$ cat src/rtl/hazard_stall_unit_if.sv
// rtl/hazard_stall_unit_if.sv - pipeline <-> hazard stall unit signal bundle
//
// Purpose: groups the ID/EX hazard sources, mul/div scoreboard events,
// memory wait strobes and the resulting pipeline control outputs.
// Ports (modports):
//   master - pipeline side: drives hazard sources, receives controls
//   slave  - hazard_stall_unit side: receives sources, drives controls
interface hazard_stall_unit_if #(
  parameter int CNT_W = 32
);
  // ID stage
  logic [4:0]       id_rs1;
  logic [4:0]       id_rs2;
  logic             id_rs1_used;
  logic             id_rs2_used;
  logic [4:0]       id_rd;
  logic             id_RegWEn;
  logic             id_is_md;
  // EX stage
  logic [4:0]       ex_rd;
  logic             ex_MemRead;
  logic             ex_branch_taken;
  // mul/div unit
  logic             md_issue;
  logic [4:0]       md_issue_rd;
  logic             md_wb;
  logic [4:0]       md_wb_rd;
  // memory waits
  logic             im_wait;
  logic             dm_wait;
  // controls and status
  logic             pc_write;
  logic             ifid_write;
  logic             ifid_flush;
  logic             idex_bubble;
  logic             pipe_freeze;
  logic             md_busy;
  logic             timeout;
  logic [CNT_W-1:0] stall_cnt;
  logic [CNT_W-1:0] flush_cnt;

  modport master (
    output id_rs1, id_rs2, id_rs1_used, id_rs2_used, id_rd, id_RegWEn, id_is_md,
    output ex_rd, ex_MemRead, ex_branch_taken,
    output md_issue, md_issue_rd, md_wb, md_wb_rd,
    output im_wait, dm_wait,
    input  pc_write, ifid_write, ifid_flush, idex_bubble, pipe_freeze,
    input  md_busy, timeout, stall_cnt, flush_cnt
  );

  modport slave (
    input  id_rs1, id_rs2, id_rs1_used, id_rs2_used, id_rd, id_RegWEn, id_is_md,
    input  ex_rd, ex_MemRead, ex_branch_taken,
    input  md_issue, md_issue_rd, md_wb, md_wb_rd,
    input  im_wait, dm_wait,
    output pc_write, ifid_write, ifid_flush, idex_bubble, pipe_freeze,
    output md_busy, timeout, stall_cnt, flush_cnt
  );
endinterface

$ cat src/rtl/hazard_stall_unit.sv
// rtl/hazard_stall_unit.sv - stall/flush controller for the 5-stage RV32 core
//
// Purpose: resolves hazards forwarding cannot: load-use, pending mul/div
// results (scoreboard), taken-branch flush and memory-wait freeze. Also
// keeps stall/flush perf counters and a sticky memory-wait watchdog.
// Ports:
//   clk - clock
//   rst - asynchronous active-high reset
//   hz  - hazard_stall_unit_if.slave: hazard sources in, pipeline controls,
//         md_busy, timeout, stall_cnt, flush_cnt out
module hazard_stall_unit #(
  parameter int MD_REGS      = 32,
  parameter int WAIT_TIMEOUT = 1024,
  parameter int CNT_W        = 32
) (
  input  logic            clk,
  input  logic            rst,
  hazard_stall_unit_if.slave hz
);

  localparam logic [0:0] ST_RUN    = 1'b0;
  localparam logic [0:0] ST_FREEZE = 1'b1;

  localparam int              WD_W    = (WAIT_TIMEOUT > 2) ? $clog2(WAIT_TIMEOUT) : 1;
  localparam logic [WD_W-1:0] WD_LAST = WD_W'(WAIT_TIMEOUT - 1);

  logic [0:0]         state;
  logic [WD_W-1:0]    wd_cnt;
  logic [WD_W-1:0]    wd_inc;
  logic               timeout_q;
  logic [CNT_W-1:0]   stall_cnt_q;
  logic [CNT_W-1:0]   flush_cnt_q;

  // x0 is never tracked, so the register starts at index 1
  logic [MD_REGS-1:1] pending;
  logic [MD_REGS-1:1] pend_set;
  logic [MD_REGS-1:1] pend_clr;
  logic [31:0]        pend32;

  logic freeze_req;
  logic load_use;
  logic raw_hz;
  logic waw_hz;
  logic struct_hz;
  logic data_hz;
  logic md_busy_w;

  logic pc_write_w;
  logic ifid_write_w;
  logic ifid_flush_w;
  logic idex_bubble_w;
  logic pipe_freeze_w;

  assign freeze_req = hz.im_wait | hz.dm_wait;
  assign md_busy_w  = |pending;

  // 32-entry view with bit 0 tied low so a 5-bit register index can look it up
  assign pend32 = 32'({pending, 1'b0});

  // ------------------------------------------------------------------
  // Hazard detection
  // ------------------------------------------------------------------
  always_comb begin
    load_use = 1'b0;
    raw_hz   = 1'b0;
    if (hz.ex_MemRead && (hz.ex_rd != 5'd0)) begin
      load_use = (hz.id_rs1_used && (hz.ex_rd == hz.id_rs1)) ||
                 (hz.id_rs2_used && (hz.ex_rd == hz.id_rs2));
    end
    // The writeback clear is registered, so a result returning this cycle
    // still stalls its consumer for this cycle.
    raw_hz    = (hz.id_rs1_used && (hz.id_rs1 != 5'd0) && pend32[hz.id_rs1]) ||
                (hz.id_rs2_used && (hz.id_rs2 != 5'd0) && pend32[hz.id_rs2]);
    waw_hz    = hz.id_RegWEn && pend32[hz.id_rd];
    struct_hz = hz.id_is_md && md_busy_w;
    data_hz   = load_use | raw_hz | waw_hz | struct_hz;
  end

  // ------------------------------------------------------------------
  // Pipeline controls, highest priority first
  // ------------------------------------------------------------------
  always_comb begin
    pc_write_w    = 1'b1;
    ifid_write_w  = 1'b1;
    ifid_flush_w  = 1'b0;
    idex_bubble_w = 1'b0;
    pipe_freeze_w = 1'b0;
    if (freeze_req) begin
      // A taken branch sits frozen in EX; its flush lands once the wait ends.
      pc_write_w    = 1'b0;
      ifid_write_w  = 1'b0;
      pipe_freeze_w = 1'b1;
    end else if (hz.ex_branch_taken) begin
      // ID is squashed, so any data hazard it carries is irrelevant.
      ifid_flush_w  = 1'b1;
      idex_bubble_w = 1'b1;
    end else if (data_hz) begin
      pc_write_w    = 1'b0;
      ifid_write_w  = 1'b0;
      idex_bubble_w = 1'b1;
    end
  end

  // ------------------------------------------------------------------
  // Scoreboard
  // ------------------------------------------------------------------
  always_comb begin
    pend_set = '0;
    pend_clr = '0;
    for (int i = 1; i < MD_REGS; i++) begin
      pend_set[i] = hz.md_issue && (32'(hz.md_issue_rd) == i);
      pend_clr[i] = hz.md_wb    && (32'(hz.md_wb_rd)    == i);
    end
  end

  always_ff @(posedge clk or posedge rst) begin
    if (rst) begin
      pending <= '0;
    end else begin
      // set wins over a same-cycle clear of the same register
      pending <= pend_set | (pending & ~pend_clr);
    end
  end

  // ------------------------------------------------------------------
  // Freeze FSM and watchdog
  // ------------------------------------------------------------------
  assign wd_inc = wd_cnt + WD_W'(1);

  always_ff @(posedge clk or posedge rst) begin
    if (rst) begin
      state     <= ST_RUN;
      wd_cnt    <= '0;
      timeout_q <= 1'b0;
    end else begin
      case (state)
        ST_RUN: begin
          wd_cnt <= '0;
          if (freeze_req) begin
            state <= ST_FREEZE;
          end
        end
        ST_FREEZE: begin
          // saturate so a very long wait cannot wrap back to zero
          if (wd_cnt != WD_LAST) begin
            wd_cnt <= wd_inc;
            if (wd_inc == WD_LAST) begin
              timeout_q <= 1'b1;
            end
          end
          if (!freeze_req) begin
            state <= ST_RUN;
          end
        end
        default: begin
          state  <= ST_RUN;
          wd_cnt <= '0;
        end
      endcase
    end
  end

  // ------------------------------------------------------------------
  // Perf counters (wrap naturally)
  // ------------------------------------------------------------------
  always_ff @(posedge clk or posedge rst) begin
    if (rst) begin
      stall_cnt_q <= '0;
      flush_cnt_q <= '0;
    end else begin
      if (!pc_write_w) begin
        stall_cnt_q <= stall_cnt_q + CNT_W'(1);
      end
      if (ifid_flush_w) begin
        flush_cnt_q <= flush_cnt_q + CNT_W'(1);
      end
    end
  end

  assign hz.pc_write    = pc_write_w;
  assign hz.ifid_write  = ifid_write_w;
  assign hz.ifid_flush  = ifid_flush_w;
  assign hz.idex_bubble = idex_bubble_w;
  assign hz.pipe_freeze = pipe_freeze_w;
  assign hz.md_busy     = md_busy_w;
  assign hz.timeout     = timeout_q;
  assign hz.stall_cnt   = stall_cnt_q;
  assign hz.flush_cnt   = flush_cnt_q;

endmodule

$ cat src/flat_wrapper.sv
// flat-port wrapper written by rule: the top's interface ports become plain ports
module hazard_stall_unit_flat 
#(
  parameter int MD_REGS      = 32,
  parameter int WAIT_TIMEOUT = 1024,
  parameter int CNT_W        = 32
)
  (clk, rst, hz_id_rs1, hz_id_rs2, hz_id_rs1_used, hz_id_rs2_used, hz_id_rd, hz_id_RegWEn, hz_id_is_md, hz_ex_rd, hz_ex_MemRead, hz_ex_branch_taken, hz_md_issue, hz_md_issue_rd, hz_md_wb, hz_md_wb_rd, hz_im_wait, hz_dm_wait, hz_pc_write, hz_ifid_write, hz_ifid_flush, hz_idex_bubble, hz_pipe_freeze, hz_md_busy, hz_timeout, hz_stall_cnt, hz_flush_cnt);
  hazard_stall_unit_if #(.CNT_W(CNT_W)) hz_i ();
  input  logic clk;
  input  logic rst;
  input wire logic [$bits(hz_i.id_rs1)-1:0] hz_id_rs1;
  input wire logic [$bits(hz_i.id_rs2)-1:0] hz_id_rs2;
  input wire logic [$bits(hz_i.id_rs1_used)-1:0] hz_id_rs1_used;
  input wire logic [$bits(hz_i.id_rs2_used)-1:0] hz_id_rs2_used;
  input wire logic [$bits(hz_i.id_rd)-1:0] hz_id_rd;
  input wire logic [$bits(hz_i.id_RegWEn)-1:0] hz_id_RegWEn;
  input wire logic [$bits(hz_i.id_is_md)-1:0] hz_id_is_md;
  input wire logic [$bits(hz_i.ex_rd)-1:0] hz_ex_rd;
  input wire logic [$bits(hz_i.ex_MemRead)-1:0] hz_ex_MemRead;
  input wire logic [$bits(hz_i.ex_branch_taken)-1:0] hz_ex_branch_taken;
  input wire logic [$bits(hz_i.md_issue)-1:0] hz_md_issue;
  input wire logic [$bits(hz_i.md_issue_rd)-1:0] hz_md_issue_rd;
  input wire logic [$bits(hz_i.md_wb)-1:0] hz_md_wb;
  input wire logic [$bits(hz_i.md_wb_rd)-1:0] hz_md_wb_rd;
  input wire logic [$bits(hz_i.im_wait)-1:0] hz_im_wait;
  input wire logic [$bits(hz_i.dm_wait)-1:0] hz_dm_wait;
  output wire logic [$bits(hz_i.pc_write)-1:0] hz_pc_write;
  output wire logic [$bits(hz_i.ifid_write)-1:0] hz_ifid_write;
  output wire logic [$bits(hz_i.ifid_flush)-1:0] hz_ifid_flush;
  output wire logic [$bits(hz_i.idex_bubble)-1:0] hz_idex_bubble;
  output wire logic [$bits(hz_i.pipe_freeze)-1:0] hz_pipe_freeze;
  output wire logic [$bits(hz_i.md_busy)-1:0] hz_md_busy;
  output wire logic [$bits(hz_i.timeout)-1:0] hz_timeout;
  output wire logic [$bits(hz_i.stall_cnt)-1:0] hz_stall_cnt;
  output wire logic [$bits(hz_i.flush_cnt)-1:0] hz_flush_cnt;
  assign hz_i.id_rs1 = hz_id_rs1;
  assign hz_i.id_rs2 = hz_id_rs2;
  assign hz_i.id_rs1_used = hz_id_rs1_used;
  assign hz_i.id_rs2_used = hz_id_rs2_used;
  assign hz_i.id_rd = hz_id_rd;
  assign hz_i.id_RegWEn = hz_id_RegWEn;
  assign hz_i.id_is_md = hz_id_is_md;
  assign hz_i.ex_rd = hz_ex_rd;
  assign hz_i.ex_MemRead = hz_ex_MemRead;
  assign hz_i.ex_branch_taken = hz_ex_branch_taken;
  assign hz_i.md_issue = hz_md_issue;
  assign hz_i.md_issue_rd = hz_md_issue_rd;
  assign hz_i.md_wb = hz_md_wb;
  assign hz_i.md_wb_rd = hz_md_wb_rd;
  assign hz_i.im_wait = hz_im_wait;
  assign hz_i.dm_wait = hz_dm_wait;
  assign hz_pc_write = hz_i.pc_write;
  assign hz_ifid_write = hz_i.ifid_write;
  assign hz_ifid_flush = hz_i.ifid_flush;
  assign hz_idex_bubble = hz_i.idex_bubble;
  assign hz_pipe_freeze = hz_i.pipe_freeze;
  assign hz_md_busy = hz_i.md_busy;
  assign hz_timeout = hz_i.timeout;
  assign hz_stall_cnt = hz_i.stall_cnt;
  assign hz_flush_cnt = hz_i.flush_cnt;
  hazard_stall_unit #(.MD_REGS(MD_REGS), .WAIT_TIMEOUT(WAIT_TIMEOUT), .CNT_W(CNT_W)) u_core (.clk(clk), .rst(rst), .hz(hz_i));
endmodule
$ cat config.mk
export PLATFORM = sky130hd
export DESIGN_NAME = hazard_stall_unit_flat
export DESIGN_NICKNAME = d
export VERILOG_FILES = /design/src/rtl/hazard_stall_unit_if.sv /design/src/rtl/hazard_stall_unit.sv /design/src/flat_wrapper.sv
export SDC_FILE = /design/constraint.sdc
export NUM_CORES = 1
export LEC_CHECK = 0
export CAP_MARGIN = 30
export CORE_UTILIZATION = 41
export DETAILED_ROUTE_END_ITERATION = 10
export PLACE_DENSITY = 0.76
export SYNTH_ARGS = -nofsm -noshare
export SYNTH_HDL_FRONTEND = slang
export SYNTH_SLANG_ARGS = --single-unit
$ cat constraint.sdc
create_clock -name clk -period 4.7 [get_ports clk]
set_input_delay 0.94 -clock clk [delete_from_list [all_inputs] [get_ports clk]]
set_output_delay 0.94 -clock clk [all_outputs]
set_load 0.01 [all_outputs]
# Word level (Yosys, flattened, before mapping)

Cells that the tools add are included.

$add $sub $neg: 3
$lt $le $gt $ge: 3
Equal/unequal tests: 67
Muxes and demuxes: 18
Bitwise operators: 8
Reductions and logical operators: 78

Operator list:

| kind                                                                          | count |
|---|---|
| 5-bit == test (second input constant)                                         | 32 |
| 5-bit by 4-bit == test with 1-bit output (second input constant)              | 16 |
| 1-bit logical AND                                                             | 71 |
| 32-bit by 1-bit adder with 32-bit output (second input constant)              | 2 |
| 5-bit by 3-bit == test with 1-bit output (second input constant)              | 8 |
| 31-bit AND                                                                    | 1 |
| 31-bit NOT                                                                    | 1 |
| 31-bit bitwise OR                                                             | 1 |
| 31-bit OR reduction                                                           | 1 |
| 5-bit by 2-bit == test with 1-bit output (second input constant)              | 4 |
| 10-bit one-hot mux with 2 select lines                                        | 1 |
| 5-bit by 6-bit less-than comparator with 1-bit output (second input constant) | 3 |
| 1-bit binary-select mux with 5-bit select                                     | 3 |
| 5-bit nonzero test                                                            | 3 |
| 1-bit 2-to-1 mux                                                              | 13 |
| 10-bit by 1-bit adder with 10-bit output (second input constant)              | 1 |
| 10-bit == test (second input constant)                                        | 1 |
| 5-bit by 1-bit == test with 1-bit output (second input constant)              | 2 |
| 5-bit == test                                                                 | 2 |
| 10-bit 2-to-1 mux                                                             | 1 |
| 10-bit inequality test (second input constant)                                | 1 |
| 1-bit bitwise OR                                                              | 4 |
| 3-bit AND reduction                                                           | 1 |
| 1-bit logical OR                                                              | 2 |
| 2 further kinds                                                               | 2 |

Register bits after elaboration: 107
Input port bits: 42
Output and inout bits: 71
Logic and storage cells: 183

# Logic depth before layout (Yosys ltp)

Depth after elaboration: 10
Mapped depth: 11
Depth with buffers taken out: 10

# Least setup slack after synthesis

Ideal clock, no wire load.

Kind: in2out
From: input hz_id_rs2[1]
To: output hz_pc_write
Arrival: 2.887 ns
Required time: 3.760 ns
Setup slack: 0.873 ns
Cell stages on the path: 8
Path buffers: 3
Path through: buf_6 mux4_2 mux2_2 o31ai_4 a21oi_2 o41ai_4 buf_6 buf_4

Longest elaborated chain between the ends: 10

RTL lines:

| what                                                                    | line                                             | RTL |
|---|---|---|
| start, declared                                                         | flat_wrapper.sv:13                               | `input wire logic [$bits(hz_i.id_rs2)-1:0] hz_id_rs2;` |
| 1-bit binary-select mux with 5-bit select, or another cell as far along | hazard_stall_unit.sv:73                          | `(hz.id_rs2_used && (hz.id_rs2 != 5'd0) && pend32[hz.id_rs2]);` |
| 1-bit 2-to-1 mux (implied by the code), or another cell as far along    | hazard_stall_unit.sv:73                          |  |
| 1-bit logical AND / 1-bit logical OR (equally long branches)            | hazard_stall_unit.sv:73, hazard_stall_unit.sv:67 |  |
| 1-bit logical OR / 1-bit 2-to-1 mux (equally long branches)             | hazard_stall_unit.sv:72, hazard_stall_unit.sv:66 |  |
| 1-bit bitwise OR * (3 in a row)                                         | hazard_stall_unit.sv:76                          | `data_hz = load_use \| raw_hz \| waw_hz \| struct_hz;` |
| 1-bit 2-to-1 mux * (3 in a row)                                         | -                                                |  |
| end, declared                                                           | flat_wrapper.sv:28                               | `output wire logic [$bits(hz_i.pc_write)-1:0] hz_pc_write;` |

Every way passes the cells marked *; elsewhere a longest branch is shown, timed or not. The select of a mux whose other input is x is not followed.

# Final worst setup path

From: input hz_id_rs2[0]
To: output hz_idex_bubble

Longest elaborated chain between the ends: 10

RTL lines:

| what                                                                    | line                                             | RTL |
|---|---|---|
| 1-bit binary-select mux with 5-bit select, or another cell as far along | hazard_stall_unit.sv:73                          |  |
| 1-bit 2-to-1 mux (implied by the code), or another cell as far along    | hazard_stall_unit.sv:73                          |  |
| 1-bit logical AND / 1-bit logical OR (equally long branches)            | hazard_stall_unit.sv:73, hazard_stall_unit.sv:67 |  |
| 1-bit logical OR / 1-bit 2-to-1 mux (equally long branches)             | hazard_stall_unit.sv:72, hazard_stall_unit.sv:66 |  |
| 1-bit bitwise OR * (3 in a row)                                         | hazard_stall_unit.sv:76                          |  |
| 1-bit 2-to-1 mux *                                                      | hazard_stall_unit.sv:97                          | `end else if (data_hz) begin` |
| 1-bit 2-to-1 mux *                                                      | hazard_stall_unit.sv:93                          | `end else if (hz.ex_branch_taken) begin` |
| 1-bit 2-to-1 mux *                                                      | hazard_stall_unit.sv:88                          | `if (freeze_req) begin` |
| end, declared                                                           | flat_wrapper.sv:31                               | `output wire logic [$bits(hz_i.idex_bubble)-1:0] hz_idex_bubble;` |

Marked as above.

==> impl_results.md <==
* Final count of pins violating max slew at 0
* Crit Path Max Fanout at 5
* Register area share after synthesis at 45.6%
* Register area at around 2700 um2
* Mean area per synthesized cell at between 10 and 15 um2
* Placed cell areas at just over 7000 um2
* Power Dens Cells at 370 nW/um2
* Max Freq at 224 MHz
* Hold Path End: u_core.hz.stall_cnt[31]
* TritonCTS clock tree: yes
* Design Area, Final at 7550 um2
* Distinct cells, synth at 51
* Pleak at ~3.1 nW
* Antenna-violating nets left at 0
* Initial Utilization at 42.2%
* WHS at between 0.4 and 0.5 ns
* Metal1 wirelength at ~6.4 mm
* Vias at between 4000 and 5000
* Avg WL per Cell at 17.7 um
* GRT overflow at 0
* Worst Hold Depth at 1
* Die Span X at 122 um
* Critical Path, Cell by Cell: clkdlybuf4s50_1 > buf_4 > xor2_1 > nor4_1 > and3_1 > a31oi_1 > o21ai_0 > nor4_2 > nor2_1 > clkdlybuf4s50_1
* Post-Syn Instances at 556
* Total CTS buffers at 9
* Post-synthesis register bit count at between 100 and 150
* Clock Sink Count at 107
* TritonRoute pass-1 iters at 5
* Worst Tran Pin Value at 0.723 ns
* First DRT Iteration DRCs at 421
* FF-to-FF Start: u_core.pending[11]
* Startpoint Class: input port
* Multi-input logic area at 3020 um2
* Total GRT Usage at 21.3%
* Vias/cell at 5.80
* Final-layout fill cell count at about 1200
* Post-Route WL at 15.2 mm
* Clk Latency, worst-skew pair at around 0.34 ns
* First-pass GRT wire length at 24.9 mm
* PortBufs at around 110
* EDFF count, synth at 0
* Worst reg2reg path depth at 9
* CORE AREA at about 14000 um2
* CTS Root Cell: clkbuf_16
* Row cnt at 43
* VDD IR-drop max at between 0.15 and 0.2 mV
* Layout cells sized above 1 at 9.84%
* Slew margin rel. at 51.8%
* Clock transition at path regs at ~0.07 ns
* Hold Startpoint: u_core.hz.stall_cnt[31]
* Slowest stage cell, crit path: clkdlybuf4s50_1
* Post-synth net total at 602
* Crit path time final at 4.46 ns
* Vias in the first global route at ~5000
* Worst Hold Class: flop to flop
* Dominant synthesized flop cell: dfrtp_1
* Status: completed
* ANT cells at 0
* Detailed Place HPWL at 11.4 mm
* Initial antenna violation count at 0
* Endpoints failing hold at 0
* Setup Viol. Count Final at 0
* Mapped Area at ~5900 um2
* Deepest clock path buffer count at 2
* Worst flop-to-flop path endpoint: u_core.hz.stall_cnt[1]
* Crit path buffers/inverters at 3
* Synth-to-Final Area Change at 28.5%
* Dpl ws at -0.0123 ns
* Post-Route Skew at around 0.007 ns
* Top cell family by delay on the critical path: buffers and inverters
* Final worst slack at around 0.24 ns
* DR WL met3 at 900 um
* Final Net Count at between 700 and 800
* Max_cap viols at 0
* Total I/O pin count at 113
* DRC errors left at 0
* Total Power Consumption at 0.00279 W
* Die area at 14800 um2
* Top cell by count, worst path: clkdlybuf4s50_1
* H-tree depth at 3
* Fraction of registers with async set/reset at 100%
* Worst path arrival time at 3.52 ns
* Reg2Reg Setup Slack at approximately 1.7 ns
* Largest net degree at the start of global routing at 59
* Synth Warn # at 0
* Fraction of the cycle the final worst path needs at 94.9%
* Critical path class: input port to primary output
* Routed length on met2 at 7.56 mm
* Max layer used: met4
* Die Ht at 122 um
* GP Congestion at 0.909
* Worst Setup End Kind: primary output
* Unrepaired setup endpoints after global routing: no
* Max incr delay on CP at 0.56 ns
* Critical path required time at 3.76 ns
-- worst reg2reg max path, cell delays in order, from the launching register on --
cell	delay (ns)
dfrtp_1	0.43
or4_1	0.52
nor4_1	0.18
nand4_1	0.21
nand2_1	0.11
o21ai_0	0.23
o41ai_4	0.34
buf_4	0.18
buf_4	0.31
mux2_1	0.36
-- what timing repair did --
item / 4_1_cts / 5_1_grt
setup endpoints to repair: 2 / 3
buffers inserted: 1 / 0
resized for setup: 0 / 4
pin swaps: 1 / 0
hold buffers: 0 / 0
-- where the power goes --
part           switching (W)  internal [W]
registers           0.000230       0.00107
logic               0.000336      0.000396
clock network       0.000333      0.000430
total               0.000900       0.00189
-- metal layers --
layer	up-vias	track usage [%]
li1	2265	-
met2	203	35.4
met5	-	0
met4	0	7.87
met3	42	4.63
met1	2481	27.2
-- how the worst max path moves through the flow --
stage	endpoint	slack [ns]	depth (start not counted)	startpoint
final	hz_idex_bubble	0.24	10	hz_id_rs2[0]
after global placement	hz_pc_write	0.02	9	hz_id_rs2[1]
after floorplan	hz_pc_write	0.87	8	hz_id_rs2[1]
after global routing	hz_idex_bubble	0.11	10	hz_id_rs2[1]
after CTS	hz_pc_write	0.04	9	hz_id_rs1[0]
after detailed placement	hz_pc_write	-0.01	9	hz_id_rs2[1]
-- state kept, by name, summed over array words and instances, names as in the netlist --
name and count:
u_core.hz.stall_cnt 32, u_core.hz.flush_cnt 32, u_core.wd_cnt 10, u_core.pending 31
u_core.state 1, u_core.hz.timeout 1
-- synth_stat cells, drive strengths merged, types with 2 or more instances --
cell type  number  area share, %
a211oi          2           0.26
a21oi           7           0.66
a221oi          2           0.40
a31oi           6           0.64
and2            2           0.21
and3            5           0.53
and4            5           0.75
buf            12            1.7
clkbuf          5           0.32
dfrtp         107             46
ha              4           0.85
inv            15           0.96
mux2            5            1.0
mux2i           8            1.4
mux4           21            8.1
nand2          46            2.9
nand2b         13            1.4
nand3          30            2.6
nand4          16            1.7
nand4b          3           0.45
nor2           25            1.6
nor2b           7           0.79
nor3           15            1.4
nor4           22            2.3
nor4b           4           0.60
o21ai          68            5.8
o22ai           2           0.32
o31ai           3           0.62
or2             4           0.43
or4             5           0.64
xnor2          29            4.3
xor2           50            7.5
-- per-stage QoR --
step / util [%] / setup TNS (ns) / cells
after floorplan: - / 0 / 556
after global placement: 51.8 / 0 / 844
after detailed placement: 51.8 / -0.0207 / 844
after CTS: 54.1 / 0 / 861
after global routing: 54.2 / 0 / 861
final: 54.2 / 0 / 861
-- cells in the final DEF, fill, tap and decap left out, drive strengths merged, types with 3 or more instances in the layout --
cell type | Yosys | layout
a21oi | 7 | 7
nand4 | 16 | 16
nor2b | 7 | 7
xnor2 | 29 | 29
nand2b | 13 | 13
dlymetal6s2s | 0 | 3
inv | 15 | 16
or4 | 5 | 5
nor4b | 4 | 4
buf | 12 | 14
nand2 | 46 | 46
clkinv | 1 | 3
o31ai | 3 | 3
nor4 | 22 | 22
nand3 | 30 | 30
and3 | 5 | 5
ha | 4 | 4
nor2 | 25 | 25
a31oi | 6 | 6
or2 | 4 | 4
mux4 | 21 | 21
o21ai | 68 | 68
dfrtp | 107 | 107
mux2 | 5 | 5
xor2 | 50 | 50
and4 | 5 | 5
nand4b | 3 | 3
clkdlybuf4s50 | 0 | 109
clkbuf | 5 | 11
mux2i | 8 | 8
nor3 | 15 | 15
-- cells by family (layout without fill, tap and decap cells) --
logic type                 count (synthesis)  count (layout)  share of synthesized area, %
AOI/OAI and AO/OA                         95              95                          9.73
and+or+nand+nor                          204             204                          18.5
muxes                                     34              34                          10.4
buffers and inverters                     33             158                          3.09
DFF                                      107             107                          45.6
xor gates and xnor gates                  79              79                          11.8
adders and majority gates                  4               4                         0.852
-- final cells by class --
class | instances | share of cell area (%)
tap | 180 | 2.98
clock buffer | 11 | 3.22
sequential | 107 | 35.5
clock inverter | 5 | 0.796
inverter | 16 | 0.829
timing repair buffer | 126 | 16.7
multi-input combinational | 416 | 40.0
No activity file was read; power rests on OpenSTA's default activity.
